<file path="config.mk">
export PLATFORM = sky130hd
export DESIGN_NAME = alu_iter
export DESIGN_NICKNAME = d
export VERILOG_FILES = /design/src/rtl/alu_pkg.sv /design/src/rtl/alu_step.sv /design/src/rtl/alu_iter.sv
export SDC_FILE = /design/constraint.sdc
export NUM_CORES = 1
export LEC_CHECK = 0
export ABC_AREA = 1
export BUFFER_PORTS_ARGS = -buffer_cell sky130_fd_sc_hd__clkbuf_2
export CAP_MARGIN = 25
export CORE_MARGIN = 10
export CORE_UTILIZATION = 65
export CTS_CLUSTER_DIAMETER = 50
export DETAILED_ROUTE_END_ITERATION = 7
export GPL_TIMING_DRIVEN = 0
export PLACE_DENSITY = 0.89
export SYNTH_ARGS = -nofsm -noshare
export SYNTH_HDL_FRONTEND = slang
export SYNTH_SLANG_ARGS = --single-unit
</file>
<file path="constraint.sdc">
create_clock -name clk -period 7 [get_ports clk]
set_input_delay 1.05 -clock clk [delete_from_list [all_inputs] [get_ports clk]]
set_output_delay 1.05 -clock clk [all_outputs]
set_load 0.01 [all_outputs]
</file>
<file path="src/rtl/alu_pkg.sv">
// rtl/alu_pkg.sv - shared opcode, FSM state and flag index definitions for the iterative ALU.
package alu_pkg;

  typedef enum logic [3:0] {
    OP_NOT  = 4'h0,
    OP_AND  = 4'h1,
    OP_OR   = 4'h2,
    OP_XOR  = 4'h3,
    OP_SHR  = 4'h4,
    OP_SHL  = 4'h5,
    OP_ROR  = 4'h6,
    OP_ROL  = 4'h7,
    OP_INC  = 4'h8,
    OP_DEC  = 4'h9,
    OP_ADD  = 4'hA,
    OP_ADC  = 4'hB,
    OP_SUB  = 4'hC,
    OP_SBC  = 4'hD,
    OP_CMP  = 4'hE,
    OP_MOVB = 4'hF
  } op_e;

  typedef enum logic [1:0] {
    S_IDLE = 2'd0,
    S_EXEC = 2'd1,
    S_DONE = 2'd2
  } state_e;

  localparam int FLAG_SIGN  = 2;
  localparam int FLAG_CARRY = 1;
  localparam int FLAG_ZERO  = 0;

  function automatic logic is_shift(input op_e op);
    return (op == OP_SHR) || (op == OP_SHL) || (op == OP_ROR) || (op == OP_ROL);
  endfunction

endpackage

</file>
<file path="src/rtl/alu_step.sv">
// rtl/alu_step.sv - combinational single-step datapath: one full op or one shift/rotate bit.
module alu_step
  import alu_pkg::*;
#(
  parameter int WIDTH = 20
) (
  input  op_e              op_i,
  input  logic             mode_i,
  input  logic             hold_i,
  input  logic [WIDTH-1:0] x_i,
  input  logic [WIDTH-1:0] b_i,
  input  logic             carry_i,
  output logic [WIDTH-1:0] y_o,
  output logic [2:0]       flags_o
);

  localparam int H = WIDTH / 2;
  localparam logic [WIDTH-1:0] HALF_MASK = {{(WIDTH-H){1'b0}}, {H{1'b1}}};
  localparam logic [WIDTH:0]   ONE       = {{WIDTH{1'b0}}, 1'b1};

  logic [WIDTH-1:0] mask;
  logic [WIDTH-1:0] y;
  logic [WIDTH:0]   wide;
  logic [WIDTH:0]   cin;
  logic             carry;
  logic             cmp;
  logic             arith;

  always_comb begin
    mask    = mode_i ? {WIDTH{1'b1}} : HALF_MASK;
    cin     = {{WIDTH{1'b0}}, carry_i};
    y       = x_i;
    wide    = '0;
    carry   = carry_i;
    cmp     = 1'b0;
    arith   = 1'b0;
    flags_o = '0;

    case (op_i)
      OP_NOT:  y = ~x_i;
      OP_AND:  y = x_i & b_i;
      OP_OR:   y = x_i | b_i;
      OP_XOR:  y = x_i ^ b_i;
      OP_SHR: begin
        y     = x_i >> 1;
        carry = x_i[0];
      end
      OP_SHL: begin
        y     = x_i << 1;
        carry = mode_i ? x_i[WIDTH-1] : x_i[H-1];
      end
      OP_ROR:  y = (x_i >> 1) | ({{(WIDTH-1){1'b0}}, x_i[0]} << (mode_i ? WIDTH-1 : H-1));
      OP_ROL:  y = (x_i << 1) | {{(WIDTH-1){1'b0}}, (mode_i ? x_i[WIDTH-1] : x_i[H-1])};
      OP_INC: begin wide = {1'b0, x_i} + ONE;                 arith = 1'b1; end
      OP_DEC: begin wide = {1'b0, x_i} - ONE;                 arith = 1'b1; end
      OP_ADD: begin wide = {1'b0, x_i} + {1'b0, b_i};         arith = 1'b1; end
      OP_ADC: begin wide = {1'b0, x_i} + {1'b0, b_i} + cin;   arith = 1'b1; end
      OP_SUB: begin wide = {1'b0, x_i} - {1'b0, b_i};         arith = 1'b1; end
      OP_SBC: begin wide = {1'b0, x_i} - {1'b0, b_i} - cin;   arith = 1'b1; end
      OP_CMP:  cmp = 1'b1;
      OP_MOVB: y = b_i;
      default: y = x_i;
    endcase

    // Operands arrive pre-masked, so in half-word mode a borrow or carry lands on bit H.
    if (arith) begin
      y     = wide[WIDTH-1:0];
      carry = mode_i ? wide[WIDTH] : wide[H];
    end

    if (hold_i) begin
      y     = x_i;
      carry = carry_i;
    end

    y = y & mask;

    flags_o[FLAG_CARRY] = carry;
    flags_o[FLAG_ZERO]  = cmp ? (x_i == b_i) : (y == '0);
    flags_o[FLAG_SIGN]  = cmp ? (x_i < b_i) : (mode_i ? y[WIDTH-1] : y[H-1]);
    y_o                 = y;
  end

endmodule

</file>
<file path="src/rtl/alu_iter.sv">
// rtl/alu_iter.sv - iterative ALU: handshake FSM, step counter, operand and flag registers.
module alu_iter
  import alu_pkg::*;
#(
  parameter int WIDTH = 20,
  parameter int SHW   = $clog2(WIDTH)
) (
  input  logic             clk,
  input  logic             rst_n,
  input  logic             in_valid,
  output logic             in_ready,
  input  logic [3:0]       op,
  input  logic             mode,
  input  logic [WIDTH-1:0] a,
  input  logic [WIDTH-1:0] b,
  output logic             out_valid,
  input  logic             out_ready,
  output logic [WIDTH-1:0] result,
  output logic [2:0]       flags
);

  localparam int H = WIDTH / 2;
  localparam logic [WIDTH-1:0] HALF_MASK = {{(WIDTH-H){1'b0}}, {H{1'b1}}};
  localparam logic [SHW-1:0]   CNT_ONE   = {{(SHW-1){1'b0}}, 1'b1};

  state_e           state_q, state_d;
  op_e              op_q, op_d;
  logic             mode_q, mode_d;
  logic             hold_q, hold_d;
  logic [WIDTH-1:0] x_q, x_d;
  logic [WIDTH-1:0] b_q, b_d;
  logic [WIDTH-1:0] result_q, result_d;
  logic [2:0]       flags_q, flags_d;
  logic [SHW-1:0]   cnt_q, cnt_d;

  op_e              op_in;
  logic [SHW-1:0]   amt;
  logic [WIDTH-1:0] in_mask;
  logic [WIDTH-1:0] step_y;
  logic [2:0]       step_flags;

  assign op_in   = op_e'(op);
  assign amt     = b[SHW-1:0];
  assign in_mask = mode ? {WIDTH{1'b1}} : HALF_MASK;

  alu_step #(.WIDTH(WIDTH)) u_step (
    .op_i    (op_q),
    .mode_i  (mode_q),
    .hold_i  (hold_q),
    .x_i     (x_q),
    .b_i     (b_q),
    .carry_i (flags_q[FLAG_CARRY]),
    .y_o     (step_y),
    .flags_o (step_flags)
  );

  always_ff @(posedge clk or negedge rst_n) begin
    if (!rst_n) begin
      state_q  <= S_IDLE;
      op_q     <= OP_NOT;
      mode_q   <= 1'b0;
      hold_q   <= 1'b0;
      x_q      <= '0;
      b_q      <= '0;
      result_q <= '0;
      flags_q  <= '0;
      cnt_q    <= '0;
    end else begin
      state_q  <= state_d;
      op_q     <= op_d;
      mode_q   <= mode_d;
      hold_q   <= hold_d;
      x_q      <= x_d;
      b_q      <= b_d;
      result_q <= result_d;
      flags_q  <= flags_d;
      cnt_q    <= cnt_d;
    end
  end

  always_comb begin
    state_d  = state_q;
    op_d     = op_q;
    mode_d   = mode_q;
    hold_d   = hold_q;
    x_d      = x_q;
    b_d      = b_q;
    result_d = result_q;
    flags_d  = flags_q;
    cnt_d    = cnt_q;

    case (state_q)
      S_IDLE: begin
        if (in_valid) begin
          state_d = S_EXEC;
          op_d    = op_in;
          mode_d  = mode;
          x_d     = a & in_mask;
          b_d     = b & in_mask;
          // A zero shift amount still takes one pass-through EXEC cycle.
          hold_d  = is_shift(op_in) && (amt == '0);
          cnt_d   = (is_shift(op_in) && (amt != '0)) ? amt : CNT_ONE;
        end
      end
      S_EXEC: begin
        if (cnt_q == CNT_ONE) begin
          state_d  = S_DONE;
          result_d = step_y;
          flags_d  = step_flags;
          cnt_d    = '0;
        end else begin
          x_d   = step_y;
          cnt_d = cnt_q - CNT_ONE;
        end
      end
      S_DONE: begin
        if (out_ready) state_d = S_IDLE;
      end
      default: state_d = S_IDLE;
    endcase
  end

  assign in_ready  = (state_q == S_IDLE);
  assign out_valid = (state_q == S_DONE);
  assign result    = result_q;
  assign flags     = flags_q;

endmodule

</file>
# Word level (Yosys, flattened, before mapping)
# Cells that the tools add are included.
# Widths: inputs -> output; s select.
[totals]
register_bits = 76
elab_cells = 102
inputBits = 49
out_inout_bits = 25
[classes]
add_sub_neg = 7
bitwise = 10
shift = 1
muxes = 27
n_reduce_logical = 19
n_eq_ne = 27
n_lt_le_gt_ge = 1
[ops]
columns = ["operator", "count"]
rows = [
  ["$pmux 20 s9", 1],
  ["$pmux 21 s6", 1],
  ["$mux 20", 6],
  ["$and 20x20->20", 4],
  ["$pmux 20 s2", 1],
  ["$eq 4x3->1 const B", 8],
  ["$eq 4x4->1 const B", 8],
  ["$shl 1x32->20", 1],
  ["$add 20x1->21 const B", 1],
  ["$add 20x20->21", 1],
  ["$add 21x1->21", 1],
  ["$sub 20x1->21 const B", 1],
  ["$sub 20x20->21", 1],
  ["$sub 21x1->21", 1],
  ["$eq 20x20->1", 1],
  ["$logic_not 20->1", 1],
  ["$lt 20x20->1", 1],
  ["$mux 5", 4],
  ["$not 20->20", 1],
  ["$or 19x20->20", 1],
  ["$or 20x1->20", 1],
  ["$or 20x20->20", 1],
  ["$xor 20x20->20", 1],
  ["$pmux 5 s2", 1],
  ["25 further kinds", 43],
]

# Depth between registers and ports, before layout
[depth]
word_depth = 9
ltp_mapped = 28
mapped_depth_nobuf = 28

# Hierarchy
# Synthesis repeated with hierarchy kept, for this count alone.
[hier_totals]
hier_cells = 1903
hier_area_um2 = 11054.4
[modules_own_cells]
columns = ["mod", "n_inst", "area_per_inst_um2", "cells_per_inst", "seq_area_each_um2"]
rows = [
  ["alu_step", 1, 7698.6, 1517, 0.0],
  ["alu_iter", 1, 3355.7, 386, 1901.8],
]

# Worst setup path after synthesis
# OpenSTA, ideal clock, no wires.
[synth_timing]
kind = "register to register"
startpoint = "register op_q[1]"
endpoint = "register flags_q[0], in the netlist flags[0]"
path_slack_ns = 3.373
n_path_buf = 1
period_less_slack_ns = 3.627
required_ns = 6.927
stages_incl_launch_ff = 26
t_arrival_ns = 3.554
setup_ns = 0.073
cell_sequence = "dfrtp_1 -> buf_2 -> inv_1 -> nand2_1 -> nor2_1 -> ha_1 -> a21oi_1 -> nand2_1 -> nand2_1 -> nand2_1 -> nand2_1 -> nand2_1 -> nand2_1 -> nand3_1 -> or2_2 -> a21oi_1 -> nand3_1 -> nand2_1 -> nand2_1 -> nand2_1 -> nand2_1 -> nor2_1 -> nand2_1 -> nor2_1 -> nand2_1 -> a21oi_2"
[synth_via]
elab_chain_cells = 8
word_cells_on_any_way = 26
classes_between = "15 x eq/ne; 7 x mux; 1 x bitwise; 3 x reduce/logical"
[synth_rtl]
columns = ["item", "line_no", "text"]
rows = [
  ["start, declared", "alu_iter.sv:27", "op_e op_q, op_d;"],
  ["start signal, assigned", "alu_iter.sv:70", "op_q <= op_d;"],
  ["$eq 4x4->1", "alu_step.sv:39", "case (op_i)"],
  ["$reduce_or 6->1 (no source line)", "--", ""],
  ["$mux 1", "alu_step.sv:39", ""],
  ["$mux 20", "alu_step.sv:66", "if (arith) begin"],
  ["$mux 20", "alu_step.sv:71", "if (hold_i) begin"],
  ["$and 20x20->20", "alu_step.sv:76", "y = y & mask;"],
  ["$logic_not 20->1", "alu_step.sv:79", "flags_o[FLAG_ZERO] = cmp ? (x_i == b_i) : (y == '0);"],
  ["$mux 1 *", "alu_step.sv:79", ""],
  ["end signal, assigned", "alu_iter.sv:76", "flags_q <= flags_d;"],
  ["end, declared", "alu_iter.sv:33", "logic [2:0] flags_q, flags_d;"],
]
# Mark *: on every way between the ends. The rest lies on a longest branch, timed or not.
# A chain may end at the register's enable or synchronous reset.

# Final worst setup path
[layout_timing]
startpoint = "register op_q[0]"
endpoint = "register flags_q[0], in the netlist flags[0]"
# Same word-level chain as after synthesis.

==> flow_metrics.env <==
export IMPL_dpl_hpwl_um=33200
export IMPL_worstPathArrival_ns=5.12
export IMPL_h_tree_depth=3
export IMPL_syn_nets=1890
export IMPL_yosysTopAreaCell="dfrtp_1"
export IMPL_clock_latency_ns=0.35
export IMPL_gr_total_overflow=0
export IMPL_rsz0062_at_grt="no"
export IMPL_cts_setup_buffers=0
export IMPL_status="finished with violations"
export IMPL_io_buffer_count=73
export IMPL_initial_core_util_pct=65.8
export IMPL_ctsResizeCount=0
export IMPL_clkTransAtPathRegs_ns=0.07
export IMPL_clockBufferDepth=2
export IMPL_period_needed_ns=4.85
export IMPL_violations="DRC"
export IMPL_wirelength_um=43100
export IMPL_synth_cell_types=53
export IMPL_final_hold_viol_count=0
export IMPL_clockRootBuffer="clkbuf_16"
export IMPL_cp_required_ns=7.27
export IMPL_critPathMostFrequentCell="nand2_1"
export IMPL_reg2reg_depth=20
export IMPL_synth_top_cell_area_share_pct=18.4
export IMPL_dr_pass1_iters=8
export IMPL_antenna_found_initial=0
export IMPL_synthTopCellsByArea="dfrtp_1, nand2_1, ha_1"
export IMPL_cts_tree="built"
export IMPL_slew_limit_headroom_pct=32.1
export IMPL_grt_pass1_wl_um=67100
export IMPL_antenna_left=0
export IMPL_path_depth=20
export IMPL_fillers=1350
export IMPL_clkSinkCount=76
export IMPL_fin_cells=2055
export IMPL_syn_instance_count=1749
export IMPL_hp_class="reg -> reg"
export IMPL_yosys_warnings=0
export IMPL_hold_depth=2
export IMPL_row_count=46
export IMPL_setup_violations_final=0
export IMPL_drc_errors=4
export IMPL_finalClockSkew_ns=0.0111
export IMPL_setup_tns_ns=0
export IMPL_async_flop_share_pct=100
export IMPL_io_pins=74
export IMPL_cp_end_kind="register"
export IMPL_synth_main_ff_cell="dfrtp_1"
export IMPL_die_w_um=146
export IMPL_grt_max_degree=45
export IMPL_synth_seq_cells=76
export IMPL_final_nets=1975
export IMPL_cts_hold_buf=0
export IMPL_cts_made_buffers=9
export IMPL_mostFrequentLayoutCells="nand2_1, inv_1, nand3_1, nor2_1, o21ai_0"
export IMPL_num_vias=13275
export IMPL_areaGrowthSynthToFinish_pct=9.33
export IMPL_start_kind="register"
export IMPL_syn_avg_cell_area_um2=5.91
export IMPL_die_h_um=146
export IMPL_grtUsageTotal_pct=38.6
export IMPL_drt_iter0_markers=2182
export IMPL_dp_cells=2039
export IMPL_layout_commonest_cell="nand2_1"
export IMPL_critPathKind="reg -> reg"
export IMPL_synthesis_area_um2=10300
export IMPL_cp_slowest_cell="nor2_2"
export IMPL_tightest_slew_ns=1.02
export IMPL_maxCapViolations=0
export IMPL_cp_buffers_inverters=0
export IMPL_crit_chain="nand2_1, nor2_2, fa_1, nand2_1, a21oi_1, nand3_1, nand2_1, a21oi_1, or2_0, nand3_1, o21ai_0, a21oi_1, nand4_1, nand2_1, nand2_1, nor2_1, nand2_1, nor2_1, nand2_1, a21oi_2"
export IMPL_core_um2=15700
export IMPL_slew_viol_final=0
export IMPL_crit_family="simple AND/OR/NAND/NOR gates"
export IMPL_antenna_cells_inserted=0
export IMPL_grt_pass1_vias=12642
export IMPL_place_congestion=1.04
export IMPL_slowest_delay_ns=0.84
export IMPL_synth_edf_count=0
export IMPL_drive_above_1_share_pct=10.7
export IMPL_yosysSeqAreaShare_pct=18.4
export IMPL_avgRoutedWirePerCell_um=21.0
export IMPL_dieArea_um2=21300
export IMPL_clock_fmax_mhz=206
export IMPL_layout_worst_path_cycle_share_pct=69.2
export IMPL_crit_fanout=21
export IMPL_avgViaCountPerCell=6.46
-- worst paths after layout --
check                           from         end  slack [ns]
max                          op_q[0]    flags[0]        2.15
min                        result[8]   result[8]        0.50
max reg2reg                  op_q[0]    flags[0]        2.15
min reg2reg                result[8]   result[8]        0.50
max in group asynchronous      rst_n      b_q[0]        5.68
min in group asynchronous      rst_n  result[19]        0.69
-- layout make-up --
class	count	area [um^2]	area share [%]
flip-flops and latches	76	1900	16.8
repair buffers	74	388	3.43
clock buffers	12	256	2.27
multi-input cells	1392	7320	64.8
plain buffers	55	262	2.31
clock inverters	4	47.5	0.421
inverters	226	851	7.53
well taps	216	270	2.39
-- metrics by stage --
| stage | hold WS (ns) | area, um^2 | setup slack (ns) | util [%] |
|---|---|---|---|---|
| 2_1_floorplan | 0.474 | 10300 | 3.37 | - |
| 3_3_place_gp | 0.467 | 11000 | 2.18 | 69.8 |
| 3_5_place_dp | 0.477 | 11000 | 2.52 | 70.0 |
| 4_1_cts | 0.498 | 11300 | 2.44 | 71.9 |
| 5_1_grt | 0.513 | 11300 | 2.00 | 71.9 |
| 6_report | 0.496 | 11300 | 2.15 | 71.9 |
-- kinds of logic after synthesis --
logic type	count (synthesis)	share of synthesized area, %
AND/OR/NAND/NOR	929	39.0
AO/OA/AOI/OAI	364	19.9
buffers and inverters	281	10.8
adder cells (fa/ha/maj)	92	11.4
flip-flops	76	18.4
XOR/XNOR	6	0.509
multiplexers	1	0.109
-- worst min-delay path, delay by kind of cell (launching register included) --
family | cells | cell delay [ns]
AND/OR/NAND/NOR | 1 | 0.05
AO/OA/AOI/OAI | 1 | 0.06
flip-flops | 1 | 0.35
-- Yosys cell counts, drive strengths merged, types with 2 or more instances --
master	number
a31oi	7
or2	8
fa	3
nand2	507
a211oi	6
xnor2	3
a221oi	7
dfrtp	76
ha	89
o31ai	2
nor2	192
nand4	21
a21o	2
o21ai	149
a21oi	108
inv	220
o22ai	54
o211ai	6
xor2	3
clkbuf	28
a22oi	8
and2	2
nor4	4
nand3b	2
nor3	13
clkinv	6
o21bai	6
nand3	180
o221ai	3
buf	27
-- flip-flops by register name, indices dropped and copies added (netlist names) --
| signal | cells |
|---|---|
| state_q | 2 |
| result | 20 |
| hold_q | 1 |
| b_q | 20 |
| flags | 3 |
| mode_q | 1 |
| op_q | 4 |
| cnt_q | 5 |
| x_q | 20 |
-- metal layers --
layer	wire length (um)	global-route usage [%]	part of all wire, %	up-vias
met2	17900	59.4	42	1201
met1	16000	48.1	37	5816
li1	-	-	-	5974
met4	2820	20.0	6.5	0
met3	6440	11.2	15	284
met5	0	0	0	-
Power is left out: the tool's default activity adds up to more than one toggle a clock period on the data nets, which glitch-free logic cannot reach.
